<file path="src/rtl/period_counter.sv">
// Programmable up-counter: runs 0..period_i while enabled, restarts cleanly on a
// period change, and reports count, compare-match ready and a registered wrap pulse.
module period_counter #(
   parameter int WIDTH = 5
) (
   input  logic             clk,
   input  logic             rst_n,
   input  logic             en_i,
   input  logic [WIDTH-1:0] period_i,
   input  logic [WIDTH-1:0] interrupt_i,
   output logic             ready_o,
   output logic [WIDTH-1:0] cnt_o,
   output logic             wrap_o
);

   logic [WIDTH-1:0] cnt_q;
   logic [WIDTH-1:0] period_q;
   logic             wrap_q;

   logic [WIDTH-1:0] cnt_d;
   logic             wrap_d;
   logic             cfg_chg;
   logic             at_term;

   assign cfg_chg = (period_i != period_q);
   assign at_term = (cnt_q == period_q);

   // Next count and wrap; a period change outranks a rollover in the same cycle.
   always_comb begin
      cnt_d  = cnt_q;
      wrap_d = 1'b0;
      if (cfg_chg) begin
         cnt_d  = {WIDTH{1'b0}};
         wrap_d = 1'b0;
      end else if (en_i) begin
         if (at_term) begin
            cnt_d  = {WIDTH{1'b0}};
            wrap_d = 1'b1;
         end else begin
            cnt_d  = cnt_q + WIDTH'(1'b1);
            wrap_d = 1'b0;
         end
      end else begin
         cnt_d  = cnt_q;
         wrap_d = 1'b0;
      end
   end

   // State registers; period_q resets to all-ones so the full-range period needs no reload.
   always_ff @(posedge clk or negedge rst_n) begin
      if (!rst_n) begin
         cnt_q    <= {WIDTH{1'b0}};
         period_q <= {WIDTH{1'b1}};
         wrap_q   <= 1'b0;
      end else begin
         cnt_q    <= cnt_d;
         period_q <= period_i;
         wrap_q   <= wrap_d;
      end
   end

   // ready is deliberately not gated by en_i so a single-step enable can see it.
   assign ready_o = (cnt_q == interrupt_i);
   assign cnt_o   = cnt_q;
   assign wrap_o  = wrap_q;

endmodule

</file>
<file path="config.mk">
export PLATFORM = sky130hd
export DESIGN_NAME = period_counter
export DESIGN_NICKNAME = d
export VERILOG_FILES = /design/src/rtl/period_counter.sv
export SDC_FILE = /design/constraint.sdc
export NUM_CORES = 1
export LEC_CHECK = 0
export ABC_CLOCK_PERIOD_IN_PS = 3000
export CAP_MARGIN = 0
export CORE_AREA = 10 10 47 49
export CTS_CLUSTER_DIAMETER = 120
export DETAILED_ROUTE_END_ITERATION = 12
export DIE_AREA = 0 0 57 59
export PLACE_DENSITY = 0.85
export REMOVE_ABC_BUFFERS = 1
export SYNTH_ARGS = -nofsm -noshare
export SYNTH_HDL_FRONTEND = slang
export SYNTH_SLANG_ARGS = --single-unit
</file>
<file path="constraint.sdc">
create_clock -name clk -period 3 [get_ports clk]
set_input_delay 0.9 -clock clk [delete_from_list [all_inputs] [get_ports clk]]
set_output_delay 0.9 -clock clk [all_outputs]
set_load 0.01 [all_outputs]
</file>
==> impl_metrics.csv, run 1 <==
group,metric,value,unit
drt,via_count,453,
outcome,status,"finished clean",
die,chipHeight,59,um
clock_tree,cts_buffers,3,
power_and_ir_drop,switching_power,65.85,uW
cells_and_area,fin_util,0.5714,
die,coreArea,0.001401,mm2
cells_and_area,synthToLayoutAreaGrowth,37.05,%
sta,fin_crit_sh,0.9462,
clock_tree,clk_pin_slew,70,ps
worst_setup_path,path_max_fanout,1,
drt,first_pass_iters,2,
die,initial_core_util,0.4170,
place,port_buffers,19,
global_route,grt_max_degree,12,
worst_setup_path,critical_path_arrival,1940,ps
drt,wl_per_cell,14.19,um
worst_setup_path,crit_chain,"clkdlybuf4s50_1, xnor2_1, nand3_1, nor3_1, clkbuf_2",
clock_tree,htreeDepth,1,
sta,hold_viol,0,
drt,vias_per_cell,5.090,
worst_setup_path,worstSetupPathType,"in2out",
cells_and_area,num_antenna_cells,0,
place,pre_cts_slack,-251.4,ps
power_and_ir_drop,p_leak,0.0003058,uW
sta,fin_ws,161.4,ps
cells_and_area,stdcell_count,89,
power_and_ir_drop,clkPwrFrac,0.328,
sta,slew_headroom,0.6876,
worst_setup_path,path_depth,5,
worst_setup_path,path_delay_family,"buffers and inverters",
global_route,grt_usage,0.08330,
hold_path,hp-start,"cnt_o[4]",
drt,drt_iter0_drc,4,
sta,rsz0062_at_grt,"no",
cells_and_area,final_cell_mix,"18 x clkdlybuf4s50_1, 11 x xnor2_1, 8 x xor2_1, 8 x nor3_1, 6 x dfrtp_1",
worst_setup_path,reg2reg_depth,4,
worst_setup_path,rrSetupSlack,1650,ps
worst_setup_path,cp_num_buf_inv,2,
power_and_ir_drop,p_per_area,370.8,mW/mm2
synthesis,ys_types,15,
sta,fmax,352.3,MHz
worst_setup_path,cp-end-kind,"output pin",
clock_tree,cts_buffer_depth,2,
cells_and_area,nNetsFinal,88,
sta,finalSetupViolCount,0,
drt,drt.antenna.violating_nets,0,
power_and_ir_drop,netSwitchingFraction,0.2218,
synthesis,syn_avg_cell_area,11.02,um2
worst_setup_path,crit_path_max_incr_delay,470,ps
synthesis,netlist_area,584.3,um2
power_and_ir_drop,p_seq_frac,0.534,
global_route,grt_pass1_wl,2.235,mm
die,dieArea,0.003363,mm2
die,die_w,57,um
drt,wl,1.263,mm
place,dp_cells,85,
sta,min_period,2839,ps
cells_and_area,layout.cells.most_common,"clkdlybuf4s50_1",
worst_setup_path,reg2reg_from,"period_q[2]",
synthesis,synth.ff_latch_count,11,
place,dp.final_hpwl,1.041,mm
worst_setup_path,startpoint,"interrupt_i[4]",
power_and_ir_drop,comb_power_share,0.138,
synthesis,syn_inst,53,
sta,worst_slew_pin_slew,467.1,ps
global_route,overflow,0,
synthesis,ys_seq_area_frac,0.4818,
hold_path,worstHoldPathCells,2,
sta,skew,1.328,ps
die,io_pins,20,
clock_tree,clkLatencyLatePin,260,ps
cells_and_area,layout-drive-gt1-share,0.1507,
hold_path,hold_class,"reg2reg",
clock_tree,clkSinkCount,11,
worst_setup_path,crit_path_start_kind,"input pin",
place,gp_congestion,0.7339,
sta,drv_slew,0,
clock_tree,cts_root_buf,"clkbuf_4",
power_and_ir_drop,p_int,231.0,uW
die,rows,14,
global_route,antenna_found_initial,0,
global_route,grt_pass1_vias,536,
synthesis,yosys_warnings,0,
drt,drc,0,
clock_tree,cts_tree,"done",
run,maxCapViolCount,0,
power_and_ir_drop,ir_drop,179.2,uV
worst_setup_path,critPathSlowestCell,"clkdlybuf4s50_1",
worst_setup_path,crit_required,2100,ps
per-stage QoR:
step                      instance area, um2  setup TNS, ps  hold slack [ps]  total power [uW]
after global placement                 779.5         -208.6            670.7             201.5
after CTS                              804.5              0            715.0             304.5
final                                  800.8              0            711.1             296.9
after global routing                   800.8              0            742.9             315.8
after detailed placement               779.5         -251.4            702.6             203.2
after floorplan                        569.3              0            604.4             177.9
sequential cells by signal (all words and copies together), names as in the netlist:
register  flops
cnt_o         5
wrap_o        1
period_q      5
layout make-up:
type	instances	area, um2
repair buffers	19	185.2
multi-input cells	39	287.8
clock buffers	4	26.28
fillers	144	600.6
well taps	16	20.02
flip-flops and latches	11	281.5
timing repair:
item,4_1_cts,5_1_grt
hold buffers,0,0
buffers inserted,0,0
pin swaps,0,0
endpoints found under the setup margin,1,1
gates resized for setup,1,3
final timing paths:
kind,endpoint
worst min-delay path,cnt_o[4]
worst min register to register,cnt_o[4]
worst max register to register,wrap_o
max in group asynchronous,period_q[2]
worst max-delay path,ready_o
min in group asynchronous,wrap_o
routing by layer:
| layer | global-route usage | vias to the layer above | wire length, um |
|---|---|---|---|
| met4 | 0.04027 | 0 | 0 |
| met2 | 0.1473 | 20 | 629 |
| met1 | 0.07540 | 215 | 495 |
| li1 | - | 218 | - |
| met3 | 0.04721 | 0 | 138 |
| met5 | 0 | - | 0 |
Yosys cell counts, drive strengths merged:
cell type	n	area (um2)
buf	1	5.000
nor3	9	50.05
dfrtp	6	150.1
nand3	4	25.02
xnor2	11	96.34
nand2	2	7.510
nand4	2	12.51
clkbuf	2	10.01
dfstp	5	131.4
ha	1	12.51
xor2	8	70.07
nor2	1	3.750
mux2i	1	10.01
tightest hold or removal path, delay by kind of cell, from the launching register on:
kind	cells	cell delay [ps]
XOR/XNOR	1	100
flip-flops	1	440
AND/OR/NAND/NOR	1	120
power groups by stage:
stage	logic (uW)	clock network (uW)	registers [uW]
after CTS	42.1	104	159
final	41.1	97.3	159
after global placement	40.6	0	161
after detailed placement	42.0	0	161
after floorplan	17.3	0	161
after global routing	45.4	111	159
cells by family (layout without fill, tap and decap cells):
kind of cell             after synthesis  in the layout  share of synthesized area
XOR/XNOR                              19             19                     0.2848
flip-flops                            11             11                     0.4818
AND/OR/NAND/NOR                       18             18                     0.1692
multiplexers                           1              1                    0.01713
adder cells (fa/ha/maj)                1              1                    0.02141
buffers and inverters                  3             23                    0.02569
Power figures use the tool's default switching activity.
==> run 2: changes to the inputs <==
- CORE_AREA: 10 10 47 49 -> 2 2 39 41
- DIE_AREA: 0 0 57 59 -> 0 0 41 43
- SLEW_MARGIN: not set -> 20
==> impl_metrics.csv, run 2 (same netlist as run 1, synthesis figures left out) <==
group,metric,value,unit
outcome,status,"finished clean",
place,gp_congestion,0.7507,
power_and_ir_drop,ir_drop,249.4,uV
clock_tree,cts_setup_buffers,0,
cells_and_area,multi_input_area,287.8,um2
sta,skew,4.973,ps
clock_tree,clk_pin_slew,60,ps
hold_path,hold_class,"reg2reg",
sta,rsz0062_at_grt,"no",
cells_and_area,num_antenna_cells,0,
cells_and_area,fillers,136,
drt,drc,0,
die,chipHeight,43,um
cells_and_area,synthToLayoutAreaGrowth,37.05,%
worst_setup_path,crit_path_start_kind,"input pin",
global_route,grt_pass1_wl,1.821,mm
cells_and_area,fin_area,800.8,um2
global_route,grt_usage,0.1633,
clock_tree,clkLatencyLatePin,270,ps
power_and_ir_drop,p_per_area,371.3,mW/mm2
place,placed_area,779.5,um2
global_route,overflow,0,
clock_tree,clkSinkCount,11,
clock_tree,htreeDepth,1,
sta,slew_headroom,0.6766,
place,pre_cts_slack,-229.5,ps
sta,fin_crit_sh,0.9413,
die,rows,14,
sta,drv_slew,0,
power_and_ir_drop,total_power,297.3,uW
global_route,antenna_found_initial,0,
worst_setup_path,reg2reg_depth,4,
clock_tree,cts_buffers,3,
worst_setup_path,cp-end-kind,"output pin",
die,coreArea,0.001384,mm2
sta,worst_slew_pin_slew,483.6,ps
place,dp.final_hpwl,827.2,um
place,port_buffers,19,
worst_setup_path,critical_path_arrival,1920,ps
cells_and_area,layout-drive-gt1-share,0.1507,
die,die_w,41,um
global_route,grt_pass1_vias,452,
drt,vias_per_cell,5.056,
place,dp_cells,85,
sta,hold_viol,0,
drt,first_pass_iters,4,
sta,fin_ws,176.2,ps
die,io_pins,20,
worst_setup_path,path_max_fanout,1,
drt,drt_iter0_drc,3,
sta,finalSetupViolCount,0,
clock_tree,cts_root_buf,"clkbuf_4",
die,dieArea,0.001763,mm2
global_route,grt_max_degree,12,
cells_and_area,layout.cells.most_common,"clkdlybuf4s50_1",
clock_tree,cts_tree,"done",
cells_and_area,ff_latch_area,281.5,um2
worst_setup_path,crit_required,2100,ps
cells_and_area,nNetsFinal,88,
worst_setup_path,worstSetupPathType,"in2out",
drt,wl_per_cell,11.94,um
drt,via_count,450,
drt,drt.antenna.violating_nets,0,
run,maxCapViolCount,0,
power_and_ir_drop,p_leak,0.0003058,uW
cells_and_area,final_cell_mix,"18 x clkdlybuf4s50_1, 11 x xnor2_1, 8 x xor2_1, 8 x nor3_1, 6 x dfrtp_1",
cells_and_area,stdcell_count,89,
clock_tree,cts_buffer_depth,2,
drt,wl,1.063,mm
sta,whs,691.1,ps
sta,min_period,2824,ps
die,initial_core_util,0.4222,
hold_path,worstHoldPathCells,3,
sta,fmax,354.1,MHz
## run 2: timing repair
item                       CTS  global route
pin swaps                    0             0
setup endpoints to repair    1             1
gates resized for setup      1             3
hold buffers                 0             0
## run 2: area by class of cell
| class | count | share of cell area |
|---|---|---|
| sequential | 11 | 0.3516 |
| multi-input combinational | 39 | 0.3594 |
| clock buffer | 4 | 0.03281 |
| tap | 16 | 0.02500 |
| timing repair buffer | 19 | 0.2313 |
## run 2: report_power, final
group          leakage [uW]  internal, uW  switching [uW]  total [uW]
combinational      0.000154          24.7            16.0        40.7
clock             0.0000150          51.4            46.8        98.2
sequential         0.000136           155            3.48         158
total              0.000306           231            66.3         297
## run 2: final timing paths
kind | from | to | slack [ps]
worst min register to register | period_q[1] | wrap_o | 690
worst min-delay path | period_q[1] | wrap_o | 690
worst max register to register | cnt_o[0] | cnt_o[4] | 1720
min in group asynchronous | rst_n | cnt_o[2] | 960
worst max-delay path | interrupt_i[0] | ready_o | 180
max in group asynchronous | rst_n | period_q[3] | 1690
## run 2: metrics by stage
stage            util  setup TNS (ps)
4_1_cts        0.5814               0
3_3_place_gp   0.5633          -202.5
5_1_grt        0.5787               0
2_1_floorplan       -               0
6_report       0.5787               0
3_5_place_dp   0.5633          -229.5
## run 2: worst max-delay path, cell delays in order
cell             delay, ps
clkdlybuf4s50_1        480
xnor2_1                120
nand3_1                 90
nor3_1                 180
clkbuf_2               150
## run 2: layer usage
metal	global-route usage	vias to the layer above	wire length, um
li1	-	219	-
met2	0.2406	19	496
met3	0.04712	4	92
met4	0.1200	0	33
met1	0.1898	208	440
met5	0	-	0
==> run 3: changes to the inputs <==
- REMOVE_ABC_BUFFERS: 1 -> not set
==> impl_metrics.csv, run 3 (same netlist as run 1, synthesis figures left out) <==
group,metric,value,unit
sta,fmax,350.4,MHz
cells_and_area,nNetsFinal,88,
global_route,grt_usage,0.1553,
drt,wl_per_cell,12.38,um
cells_and_area,final_cell_mix,"18 x clkdlybuf4s50_1, 11 x xnor2_1, 8 x xor2_1, 8 x nor3_1, 6 x dfrtp_1",
power_and_ir_drop,ir_drop,247.0,uV
worst_setup_path,critPathSlowestCell,"clkdlybuf4s50_1",
drt,first_pass_iters,2,
clock_tree,clkSinkCount,11,
sta,finalSetupViolCount,0,
place,placed_area,779.5,um2
outcome,status,"finished clean",
clock_tree,cts_buffers,3,
clock_tree,cts_setup_buffers,0,
cells_and_area,layout-drive-gt1-share,0.1507,
cells_and_area,fin_area,800.8,um2
clock_tree,clk_pin_slew,70,ps
clock_tree,cts_root_buf,"clkbuf_4",
power_and_ir_drop,p_per_area,379.1,mW/mm2
cells_and_area,synthToLayoutAreaGrowth,37.05,%
die,coreArea,0.001384,mm2
sta,skew,1.338,ps
clock_tree,cts_buffer_depth,2,
worst_setup_path,path_max_fanout,1,
place,gp_congestion,0.7888,
worst_setup_path,crit_chain,"clkdlybuf4s50_1, xnor2_1, nand3_1, nor3_1, clkbuf_2",
drt,via_count,448,
sta,fin_crit_sh,0.9512,
clock_tree,htreeDepth,1,
sta,slew_headroom,0.6760,
drt,drt.antenna.violating_nets,0,
power_and_ir_drop,p_leak,0.0003058,uW
clock_tree,cts_hold_buf,0,
cells_and_area,layout.cells.most_common,"clkdlybuf4s50_1",
sta,hold_viol,0,
global_route,grt_pass1_vias,428,
place,port_buffers,19,
worst_setup_path,critical_path_arrival,1950,ps
place,dp.final_hpwl,843.3,um
worst_setup_path,worstSetupPathType,"in2out",
cells_and_area,fillers,129,
drt,vias_per_cell,5.034,
sta,finalSetupTns,0,ps
sta,worst_slew_pin_slew,484.5,ps
sta,min_period,2854,ps
global_route,grt_pass1_wl,1.766,mm
die,die_w,41,um
global_route,antenna_found_initial,0,
clock_tree,cts_tree,"done",
die,rows,14,
die,chipHeight,43,um
drt,drc,0,
clock_tree,clkLatencyLatePin,270,ps
worst_setup_path,cp-end-kind,"output pin",
drt,wl,1.102,mm
global_route,overflow,0,
global_route,grt_max_degree,12,
die,initial_core_util,0.4222,
die,dieArea,0.001763,mm2
worst_setup_path,crit_required,2100,ps
hold_path,hold_class,"reg2reg",
sta,drv_slew,0,
synthesis,syn_nets,67,
cells_and_area,num_antenna_cells,0,
drt,drt_iter0_drc,2,
run,maxCapViolCount,0,
worst_setup_path,crit_path_max_incr_delay,470,ps
worst_setup_path,crit_path_start_kind,"input pin",
sta,rsz0062_at_grt,"no",
die,io_pins,20,
## run 3: cell counts in the layout (fill, tap and decap cells not counted)
Identical to the previous run, type by type.
## run 3: critical path, delay by kind of cell
kind	cells	cell delay (ps)
xor+xnor	1	140
buf+inv	2	630
simple gates	2	290
## run 3: worst paths after layout
check | to | cells past startpoint | slack, ps | from
min in group asynchronous | cnt_o[1] | 1 | 950 | rst_n
min reg2reg | cnt_o[4] | 2 | 700 | cnt_o[4]
max in group asynchronous | period_q[3] | 1 | 1700 | rst_n
max reg2reg | cnt_o[3] | 4 | 1680 | cnt_o[0]
min | cnt_o[4] | 2 | 700 | cnt_o[4]
max | ready_o | 5 | 150 | interrupt_i[1]
## run 3: power breakdown
part	leakage (uW)	switching, uW	internal [uW]	total (uW)
combinational	0.000154	16.5	24.7	41.2
clock	0.0000150	52.4	51.5	104
sequential	0.000136	3.62	155	158
## run 3: metrics by stage
| step | power (uW) | setup WS (ps) | utilization | hold slack, ps | cells |
|---|---|---|---|---|---|
| floorplan | 179.6 | 686.6 | - | 604.4 | 53 |
| global placement | 201.6 | -202.7 | 0.5633 | 666.4 | 85 |
| detailed placement | 202.9 | -268.7 | 0.5633 | 689.1 | 85 |
| CTS | 304.9 | 16.46 | 0.5814 | 700.1 | 89 |
| global route | 316.2 | 66.09 | 0.5787 | 728.5 | 89 |
| finish | 303.6 | 146.4 | 0.5787 | 695.3 | 89 |
## run 3: per-layer routing
layer / global-route usage / wire length (um) / vias to the layer above
li1: - / - / 219
met1: 0.1871 / 459 / 205
met2: 0.2281 / 519 / 19
met3: 0.03141 / 84 / 5
met4: 0.1200 / 40 / 0
met5: 0 / 0 / -
## run 3: repair_timing
item / in CTS / in global routing
resized for setup: 1 / 2
endpoints found under the setup margin: 1 / 1
gates cloned: 0 / 0
## run 3: layout make-up
class	instances	area, um2	area share
Tap cell	16	20.02	0.02500
Timing Repair Buffer	19	185.2	0.2313
Multi-Input combinational cell	39	287.8	0.3594
Clock buffer	4	26.28	0.03281
Sequential cell	11	281.5	0.3516
